<file path="src/rtl/control_sequencer_pkg.sv">
// Shared definitions for control_sequencer: FSM states, opcode map and opcode classes.
// The PAUSE state exists only when CU_SINGLE_STEP_EN is defined.
package control_sequencer_pkg;

   typedef enum logic [3:0] {
      ST_RST,
      ST_T0,
      ST_T1,
      ST_T2,
      ST_T3,
      ST_T4,
      ST_T5,
      ST_T6,
      ST_T7,
      ST_HALT
`ifdef CU_SINGLE_STEP_EN
      , ST_PAUSE
`endif
   } state_t;

   typedef enum logic [3:0] {
      CL_LD,
      CL_LDI,
      CL_ST,
      CL_ALU3,
      CL_IMM,
      CL_MULDIV,
      CL_UNARY,
      CL_NOP,
      CL_HALT,
      CL_ILL
   } cls_t;

   localparam logic [4:0] OP_LD   = 5'b00000;
   localparam logic [4:0] OP_LDI  = 5'b00001;
   localparam logic [4:0] OP_ST   = 5'b00010;
   localparam logic [4:0] OP_ADD  = 5'b00011;
   localparam logic [4:0] OP_SUB  = 5'b00100;
   localparam logic [4:0] OP_AND  = 5'b00101;
   localparam logic [4:0] OP_OR   = 5'b00110;
   localparam logic [4:0] OP_ROR  = 5'b00111;
   localparam logic [4:0] OP_ROL  = 5'b01000;
   localparam logic [4:0] OP_SHR  = 5'b01001;
   localparam logic [4:0] OP_SHRA = 5'b01010;
   localparam logic [4:0] OP_SHL  = 5'b01011;
   localparam logic [4:0] OP_ADDI = 5'b01100;
   localparam logic [4:0] OP_ANDI = 5'b01101;
   localparam logic [4:0] OP_ORI  = 5'b01110;
   localparam logic [4:0] OP_DIV  = 5'b01111;
   localparam logic [4:0] OP_MUL  = 5'b10000;
   localparam logic [4:0] OP_NEG  = 5'b10001;
   localparam logic [4:0] OP_NOT  = 5'b10010;
   localparam logic [4:0] OP_NOP  = 5'b11010;
   localparam logic [4:0] OP_HALT = 5'b11011;

   localparam logic [4:0] ALU_ADD = OP_ADD;

   function automatic cls_t op_class(input logic [4:0] op);
      cls_t c;
      case (op)
         OP_LD:                          c = CL_LD;
         OP_LDI:                         c = CL_LDI;
         OP_ST:                          c = CL_ST;
         OP_ADD, OP_SUB, OP_AND, OP_OR,
         OP_ROR, OP_ROL, OP_SHR, OP_SHRA,
         OP_SHL:                         c = CL_ALU3;
         OP_ADDI, OP_ANDI, OP_ORI:       c = CL_IMM;
         OP_MUL, OP_DIV:                 c = CL_MULDIV;
         OP_NEG, OP_NOT:                 c = CL_UNARY;
         OP_NOP:                         c = CL_NOP;
         OP_HALT:                        c = CL_HALT;
         default:                        c = CL_ILL;
      endcase
      return c;
   endfunction

endpackage

</file>
<file path="src/rtl/control_sequencer_reg_select_decoder.sv">
// 4-bit register field to 16-bit one-hot select; all zeros when not enabled.
module reg_select_decoder (
   input  logic [3:0]  i_field,
   input  logic        i_en,
   output logic [15:0] o_onehot
);

   always_comb begin
      o_onehot = '0;
      if (i_en) o_onehot[i_field] = 1'b1;
   end

endmodule

</file>
<file path="src/rtl/control_sequencer.sv">
// Hardwired multi-cycle control unit: fetch T0-T2, per-opcode execute steps, memory wait with timeout.
// Optional CU_SINGLE_STEP_EN adds a step input and a PAUSE state between instructions.
module control_sequencer
   import control_sequencer_pkg::*;
#(
   parameter int unsigned MEM_TIMEOUT = 16,
   parameter int unsigned TW          = 4
) (
   input  logic        clk,
   input  logic        clr,
   input  logic [31:0] ir,
   input  logic        mem_ready,
   input  logic        run,
`ifdef CU_SINGLE_STEP_EN
   input  logic        step,
`endif
   output logic [15:0] rin,
   output logic [15:0] rout,
   output logic        BAout,
   output logic        PCout,
   output logic        pc_increment,
   output logic        MARin,
   output logic        MDRin,
   output logic        MDRout,
   output logic        read,
   output logic        write,
   output logic        IRin,
   output logic        RYin,
   output logic        Zlowin,
   output logic        Zhighin,
   output logic        Zlowout,
   output logic        Zhighout,
   output logic        HIin,
   output logic        LOin,
   output logic        Cout,
   output logic [4:0]  op_code,
   output logic        halted,
   output logic        illegal,
   output logic        bus_err
);

   state_t      r_state;
   state_t      w_next;
   state_t      w_done;
   logic [TW-1:0] r_cnt;
   logic        r_bus_err;
   logic [4:0]  w_op;
   logic [3:0]  w_ra, w_rb, w_rc;
   cls_t        w_cls;
   logic        w_wait, w_stall, w_timeout;
   logic        w_rin_en, w_rout_en;
   logic [3:0]  w_rout_sel;
   logic        w_unused_imm;

   assign w_op         = ir[31:27];
   assign w_ra         = ir[26:23];
   assign w_rb         = ir[22:19];
   assign w_rc         = ir[18:15];
   assign w_unused_imm = ^ir[14:0];
   assign w_cls        = op_class(w_op);

   assign w_wait    = (r_state == ST_T1)
                    || ((r_state == ST_T6) && (w_cls == CL_LD))
                    || ((r_state == ST_T7) && (w_cls == CL_ST));
   assign w_stall   = w_wait && !mem_ready;
   // Counter holds stalls already seen, so the limit is hit on the MEM_TIMEOUT-th stalled cycle.
   assign w_timeout = w_stall && (r_cnt == TW'(MEM_TIMEOUT - 1));

`ifdef CU_SINGLE_STEP_EN
   logic r_step_d;
   logic w_step_rise;
   assign w_step_rise = step && !r_step_d;
   assign w_done      = ST_PAUSE;
`else
   assign w_done      = ST_T0;
`endif

   always_ff @(posedge clk) begin
      if (!clr) begin
         r_state   <= ST_RST;
         r_cnt     <= '0;
         r_bus_err <= 1'b0;
`ifdef CU_SINGLE_STEP_EN
         r_step_d  <= 1'b0;
`endif
      end else begin
         r_state <= w_next;
         r_cnt   <= (w_stall && !w_timeout) ? r_cnt + 1'b1 : '0;
         if (w_timeout) r_bus_err <= 1'b1;
`ifdef CU_SINGLE_STEP_EN
         r_step_d <= step;
`endif
      end
   end

   always_comb begin
      w_next = r_state;
      case (r_state)
         ST_RST:  if (run) w_next = ST_T0;
         ST_T0:   w_next = ST_T1;
         ST_T1: begin
            if (mem_ready)      w_next = ST_T2;
            else if (w_timeout) w_next = ST_HALT;
         end
         ST_T2: begin
            case (w_cls)
               CL_NOP:  w_next = w_done;
               CL_HALT: w_next = ST_HALT;
               default: w_next = ST_T3;
            endcase
         end
         ST_T3:   w_next = (w_cls == CL_ILL) ? w_done : ST_T4;
         ST_T4:   w_next = (w_cls == CL_UNARY) ? w_done : ST_T5;
         ST_T5: begin
            if ((w_cls == CL_LD) || (w_cls == CL_ST) || (w_cls == CL_MULDIV)) w_next = ST_T6;
            else                                                            w_next = w_done;
         end
         ST_T6: begin
            case (w_cls)
               CL_ST: w_next = ST_T7;
               CL_LD: begin
                  if (mem_ready)      w_next = ST_T7;
                  else if (w_timeout) w_next = ST_HALT;
               end
               default: w_next = w_done;
            endcase
         end
         ST_T7: begin
            if (w_cls == CL_ST) begin
               if (mem_ready)      w_next = w_done;
               else if (w_timeout) w_next = ST_HALT;
            end else begin
               w_next = w_done;
            end
         end
         ST_HALT: w_next = ST_HALT;
`ifdef CU_SINGLE_STEP_EN
         ST_PAUSE: if (w_step_rise) w_next = ST_T0;
`endif
         default: w_next = ST_RST;
      endcase
   end

   always_comb begin
      w_rin_en     = 1'b0;
      w_rout_en    = 1'b0;
      w_rout_sel   = w_rb;
      BAout        = 1'b0;
      PCout        = 1'b0;
      pc_increment = 1'b0;
      MARin        = 1'b0;
      MDRin        = 1'b0;
      MDRout       = 1'b0;
      read         = 1'b0;
      write        = 1'b0;
      IRin         = 1'b0;
      RYin         = 1'b0;
      Zlowin       = 1'b0;
      Zhighin      = 1'b0;
      Zlowout      = 1'b0;
      Zhighout     = 1'b0;
      HIin         = 1'b0;
      LOin         = 1'b0;
      Cout         = 1'b0;
      op_code      = '0;
      illegal      = 1'b0;
      case (r_state)
         ST_T0: begin
            PCout        = 1'b1;
            MARin        = 1'b1;
            pc_increment = 1'b1;
         end
         ST_T1: begin
            read  = 1'b1;
            MDRin = mem_ready;
         end
         ST_T2: begin
            MDRout = 1'b1;
            IRin   = 1'b1;
         end
         ST_T3: begin
            case (w_cls)
               CL_ALU3, CL_IMM: begin
                  w_rout_en = 1'b1;
                  RYin      = 1'b1;
               end
               CL_LD, CL_LDI, CL_ST: begin
                  w_rout_en = 1'b1;
                  BAout     = 1'b1;
                  RYin      = 1'b1;
               end
               CL_MULDIV: begin
                  w_rout_en  = 1'b1;
                  w_rout_sel = w_ra;
                  RYin       = 1'b1;
               end
               CL_UNARY: begin
                  w_rout_en = 1'b1;
                  op_code   = w_op;
                  Zlowin    = 1'b1;
               end
               CL_ILL:  illegal = 1'b1;
               default: ;
            endcase
         end
         ST_T4: begin
            case (w_cls)
               CL_ALU3: begin
                  w_rout_en  = 1'b1;
                  w_rout_sel = w_rc;
                  op_code    = w_op;
                  Zlowin     = 1'b1;
               end
               CL_IMM: begin
                  Cout    = 1'b1;
                  op_code = w_op;
                  Zlowin  = 1'b1;
               end
               CL_LD, CL_LDI, CL_ST: begin
                  Cout    = 1'b1;
                  op_code = ALU_ADD;
                  Zlowin  = 1'b1;
               end
               CL_MULDIV: begin
                  w_rout_en = 1'b1;
                  op_code   = w_op;
                  Zlowin    = 1'b1;
                  Zhighin   = 1'b1;
               end
               CL_UNARY: begin
                  Zlowout  = 1'b1;
                  w_rin_en = 1'b1;
               end
               default: ;
            endcase
         end
         ST_T5: begin
            case (w_cls)
               CL_ALU3, CL_IMM, CL_LDI: begin
                  Zlowout  = 1'b1;
                  w_rin_en = 1'b1;
               end
               CL_LD, CL_ST: begin
                  Zlowout = 1'b1;
                  MARin   = 1'b1;
               end
               CL_MULDIV: begin
                  Zlowout = 1'b1;
                  LOin    = 1'b1;
               end
               default: ;
            endcase
         end
         ST_T6: begin
            case (w_cls)
               CL_LD: begin
                  read  = 1'b1;
                  MDRin = mem_ready;
               end
               CL_ST: begin
                  w_rout_en  = 1'b1;
                  w_rout_sel = w_ra;
                  MDRin      = 1'b1;
               end
               CL_MULDIV: begin
                  Zhighout = 1'b1;
                  HIin     = 1'b1;
               end
               default: ;
            endcase
         end
         ST_T7: begin
            case (w_cls)
               CL_LD: begin
                  MDRout   = 1'b1;
                  w_rin_en = 1'b1;
               end
               CL_ST:   write = 1'b1;
               default: ;
            endcase
         end
         default: ;
      endcase
   end

   assign halted  = (r_state == ST_HALT);
   assign bus_err = r_bus_err;

   reg_select_decoder u_rin_dec (
      .i_field  (w_ra),
      .i_en     (w_rin_en),
      .o_onehot (rin)
   );

   reg_select_decoder u_rout_dec (
      .i_field  (w_rout_sel),
      .i_en     (w_rout_en),
      .o_onehot (rout)
   );

endmodule

</file>
<file path="config.mk">
export PLATFORM = sky130hd
export DESIGN_NAME = control_sequencer
export DESIGN_NICKNAME = d
export VERILOG_FILES = /design/src/rtl/control_sequencer_pkg.sv /design/src/rtl/control_sequencer_reg_select_decoder.sv /design/src/rtl/control_sequencer.sv
export SDC_FILE = /design/constraint.sdc
export NUM_CORES = 1
export LEC_CHECK = 0
export ABC_AREA = 1
export CAP_MARGIN = 15
export CORE_AREA = 3 3 55 95
export DETAILED_ROUTE_END_ITERATION = 8
export DIE_AREA = 0 0 58 98
export PLACE_DENSITY = 0.76
export SYNTH_ARGS = -nofsm -noshare
export SYNTH_HDL_FRONTEND = slang
export SYNTH_SLANG_ARGS = --single-unit
</file>
<file path="constraint.sdc">
create_clock -name clk -period 3.65 [get_ports clk]
set_clock_uncertainty 0.05 [all_clocks]
set_input_delay 1.095 -clock clk [delete_from_list [all_inputs] [get_ports clk]]
set_output_delay 1.095 -clock clk [all_outputs]
set_load 0.05 [all_outputs]
</file>
==> flow_summary.ini, run 1 <==
[outcome]
status = did not finish
failing_step = 5_1_grt
error = [ERROR DPL-0033] detailed placement checks failed during check placement.

[sta]
worst_endpoint = rout[4]
worst_path_end_type = top-level output

[clock_network]
cts_buffers = 3
htree_levels = 1
cts_sinks = 9
root_buffer = clkbuf_8
ctsHoldBuffers = 0
cts_buffer_depth = 2

[floorplan]
rows = 32
die_h_um = 98
pin_count = 93
initial_core_util = 0.347
die_x_um = 58

[yosys]
yosysSeqAreaShare = 0.116
synth_cells = 296
synthFlopType = dfxtp_1
synthDistinctLibCells = 32
async_reset_ff_frac = 0
syn_area_per_cell_um2 = 5.26
synth_edf_count = 0
synth_fp_nets = 336
synth_area_leaders = nor2_1 (18%), nand2_1 (12%), dfxtp_1 (12%)
synth_top_area_cell = nor2_1
yosysWarnings = 0
ys_seq_elements = 9
synth_common_cells = nor2_1 (73), nand2_1 (51), inv_1 (42)
syn_area_um2 = 1560
synth.most_common_cell = nor2_1
yosysTopAreaCellShare = 0.176

[placement]
globalplace.congestion = 0.905
port_buffers = 77
post-dp-hpwl_mm = 5.91

[global_route]
antenna_found_initial = 0
grt_max_degree = 10
## metrics by stage
stage	worst slack, ns	instance area (µm²)	TNS, ns	hold slack, ns	cells
4_1_cts	-0.743	4110	-25.24	0.410	493
3_5_place_dp	-1.20	3750	-48.36	0.399	484
3_3_place_gp	-1.11	3750	-45.10	0.382	484
2_1_floorplan	-0.464	2020	-14.63	0.368	296
## logic make-up after synthesis
family | synth area share
AOI/OAI and AO/OA | 0.173
xor gates and xnor gates | 0.0112
adders and majority gates | 0.0321
buffers and inverters | 0.149
DFF | 0.116
and+or+nand+nor | 0.518
## repair_timing
item / CTS
pin swaps: 42
endpoints found under the setup margin: 52
buffers inserted: 4
gates cloned: 1
gates resized for setup: 89
==> run 2: changes to the inputs <==
CORE_AREA = 3 3 83 85   (was 3 3 55 95)
DIE_AREA = 0 0 86 88   (was 0 0 58 98)
PLACE_DENSITY = not set   (was 0.76)
PLACE_DENSITY_LB_ADDON = 0.15   (was not set)
clock period = 4.75 ns   (was 3.65 ns; I/O delays follow)
==> flow_summary.ini, run 2 <==
[yosys]
synth_area_leaders = nor2_1 (18%), nand2_1 (12%), dfxtp_1 (12%)
yosysWarnings = 0
synthFlopType = dfxtp_1
synth_cells = 296
synth_top_area_cell = nor2_1
synth_fp_nets = 336
syn_area_um2 = 1560
async_reset_ff_frac = 0
synth_common_cells = nor2_1 (73), nand2_1 (51), inv_1 (42)
ys_seq_elements = 9
yosysTopAreaCellShare = 0.176
synthDistinctLibCells = 32
synth_edf_count = 0
syn_area_per_cell_um2 = 5.26
synth.most_common_cell = nor2_1
yosysSeqAreaShare = 0.116

[clock_network]
cts_tree = yes
clock_latency_ns = 0.23
cts_buffers = 3
ctsHoldBuffers = 0
htree_levels = 1
path_clk_slew_ns = 0.05
root_buffer = clkbuf_8
cts_buffer_depth = 2
cts_sinks = 9

[drt]
avgRoutedWirePerCell_um = 12.9
drt_iter0_markers = 100
drt-total-wl_mm = 6.54
vias = 2418
viasPerCell = 4.78
first_pass_iters = 4
drtAntennaViolNets = 0
drc_errors = 0

[floorplan]
core_area_um2 = 6280
die_h_um = 88
die_x_um = 86
rows = 29
die_area_um2 = 7570
initial_core_util = 0.248
pin_count = 93

[hold_path]
hp-start = r_cnt[0]
hp-class = reg -> reg

[sta]
fmax_ghz = 0.204
tightest_slew_ns = 0.559
hold_viol = 0
finalCritPeriodShare = 1.03
relSlewSlack = 0.625
period_minus_slack_ns = 4.91
setup_viol = 19
rsz0062_at_grt = true
tns_ns = -2.32
hold-worst-slack_ns = 0.396
slew_viol_final = 0
fin_ws_ns = -0.159

[worst_setup_path]
worstSetupEndpoint = rout[7]
r2r_cells = 16
r2r_slack_ns = 2.79
required_ns = 3.27
crit_path_start = ir[27]
arrival_ns = 3.43
endpoint_kind = output port
cp-start-kind = primary input
reg2reg_to = r_state[0]
path_max_fanout = 6
r2r-start = r_state[2]
criticalPathCategory = in -> out

[power_and_ir_drop]
power.share.clock = 0.144
swShare = 0.492
p_switching_uw = 295
p_per_area_nw_per_um2 = 149
p_seq_frac = 0.156
p_int_uw = 304
vdd_drop_max_v = 0.000205
p_leak_uw = 0.00166
power_frac_comb = 0.700

[global_route]
grt_pass1_wl_mm = 10.9
grt.met2_usage = 0.308
antenna_found_initial = 0
grt.total_usage = 0.172
grt_max_degree = 11
grt_overflow_total = 0
grt_pass1_vias = 2358
met3_usage = 0.0282
grt_busiest_layer = met2
use_met1 = 0.221

[outcome]
status = finished, violations left
violations = setup timing

[layout]
drive_above_1_share = 0.552
final_cell_mix = buf_12 (51), buf_4 (50), nor2_4 (42)
final_common_cell = buf_12
syn2layout_area_growth_pct = 158
antenna-diode-count = 0
nFillCells = 543
nNetsFinal = 470

[placement]
post-dp-hpwl_mm = 4.98
globalplace.congestion = 0.905
pre_cts_ws_ns = -0.803
port_buffers = 77

[flow_run]
cap_violations = 0
## run 2: cell counts after synthesis
No cell type changed its count.
## run 2: worst min-delay path by stage
stage / depth (start not counted) / slack [ns] / end
CTS: 1 / 0.41 / r_cnt[0]
finish: 1 / 0.40 / r_cnt[0]
global route: 1 / 0.44 / r_cnt[0]
floorplan: 1 / 0.37 / r_cnt[0]
global placement: 1 / 0.38 / r_cnt[0]
detailed placement: 1 / 0.39 / r_cnt[0]
## run 2: layout make-up
class / count / area [µm²] / area share
multi-input combinational: 230 / 1790 / 0.444
timing repair buffer: 131 / 1690 / 0.420
inverter: 55 / 224 / 0.0556
sequential: 9 / 180 / 0.0448
tap: 77 / 96.3 / 0.0239
clock buffer: 3 / 41.3 / 0.0103
clock inverter: 1 / 5.00 / 0.00124
## run 2: logic make-up (layout without fill, tap and decap cells)
family / Yosys count / in the layout / share of synthesized area
simple gates: 178 / 179 / 0.518
buf+inv: 58 / 190 / 0.149
compound gates: 45 / 45 / 0.173
flops: 9 / 9 / 0.116
fa+ha+maj: 4 / 4 / 0.0321
xor+xnor: 2 / 2 / 0.0112
## run 2: per-layer routing
| layer | part of all wire | routed length [µm] | up-vias |
|---|---|---|---|
| met1 | 0.42 | 2760 | 1106 |
| met5 | 0 | 0 | - |
| li1 | - | - | 1221 |
| met4 | 0.0054 | 35 | 0 |
| met2 | 0.51 | 3320 | 89 |
| met3 | 0.064 | 421 | 2 |
## run 2: per-stage QoR
step / std cells / cell area (µm²) / util / total power [µW]
floorplan: 296 / 1730 / - / 308
global placement: 493 / 3410 / 0.543 / 453
detailed placement: 493 / 3410 / 0.543 / 453
CTS: 503 / 3940 / 0.628 / 590
global route: 506 / 4030 / 0.641 / 642
finish: 506 / 4030 / 0.641 / 599
## run 2: worst max-delay path, stage by stage
cell and delay, ns:
buf_12 0.10, inv_12 0.03, ha_4 0.24, inv_2 0.03, nand2_2 0.08, nand2_2 0.07
nand2_4 0.11, nand2_8 0.07, nor2_4 0.14, nand2_4 0.08, nand2_1 0.08, nor2_1 0.04
a31oi_1 0.16, nand3_1 0.14, nor2_4 0.21, inv_2 0.09, nand2_4 0.13, nor2_4 0.06
buf_12 0.14
## run 2: what timing repair did
action | CTS | global route
endpoints found under the setup margin | 52 | 42
resized for setup | 128 | 23
gates cloned | 0 | 1
setup buffers | 6 | 3
pin swaps | 36 | 22
## run 2: power groups by stage
stage               Clock [µW]  Sequential (µW)  Combinational [µW]
floorplan                    0             92.4                 215
global placement             0             95.5                 358
detailed placement           0             95.1                 358
CTS                       91.1             93.9                 405
global route              95.7             95.0                 451
finish                    86.1             93.6                 420
Note: power is estimated with default switching activity, not from simulation.
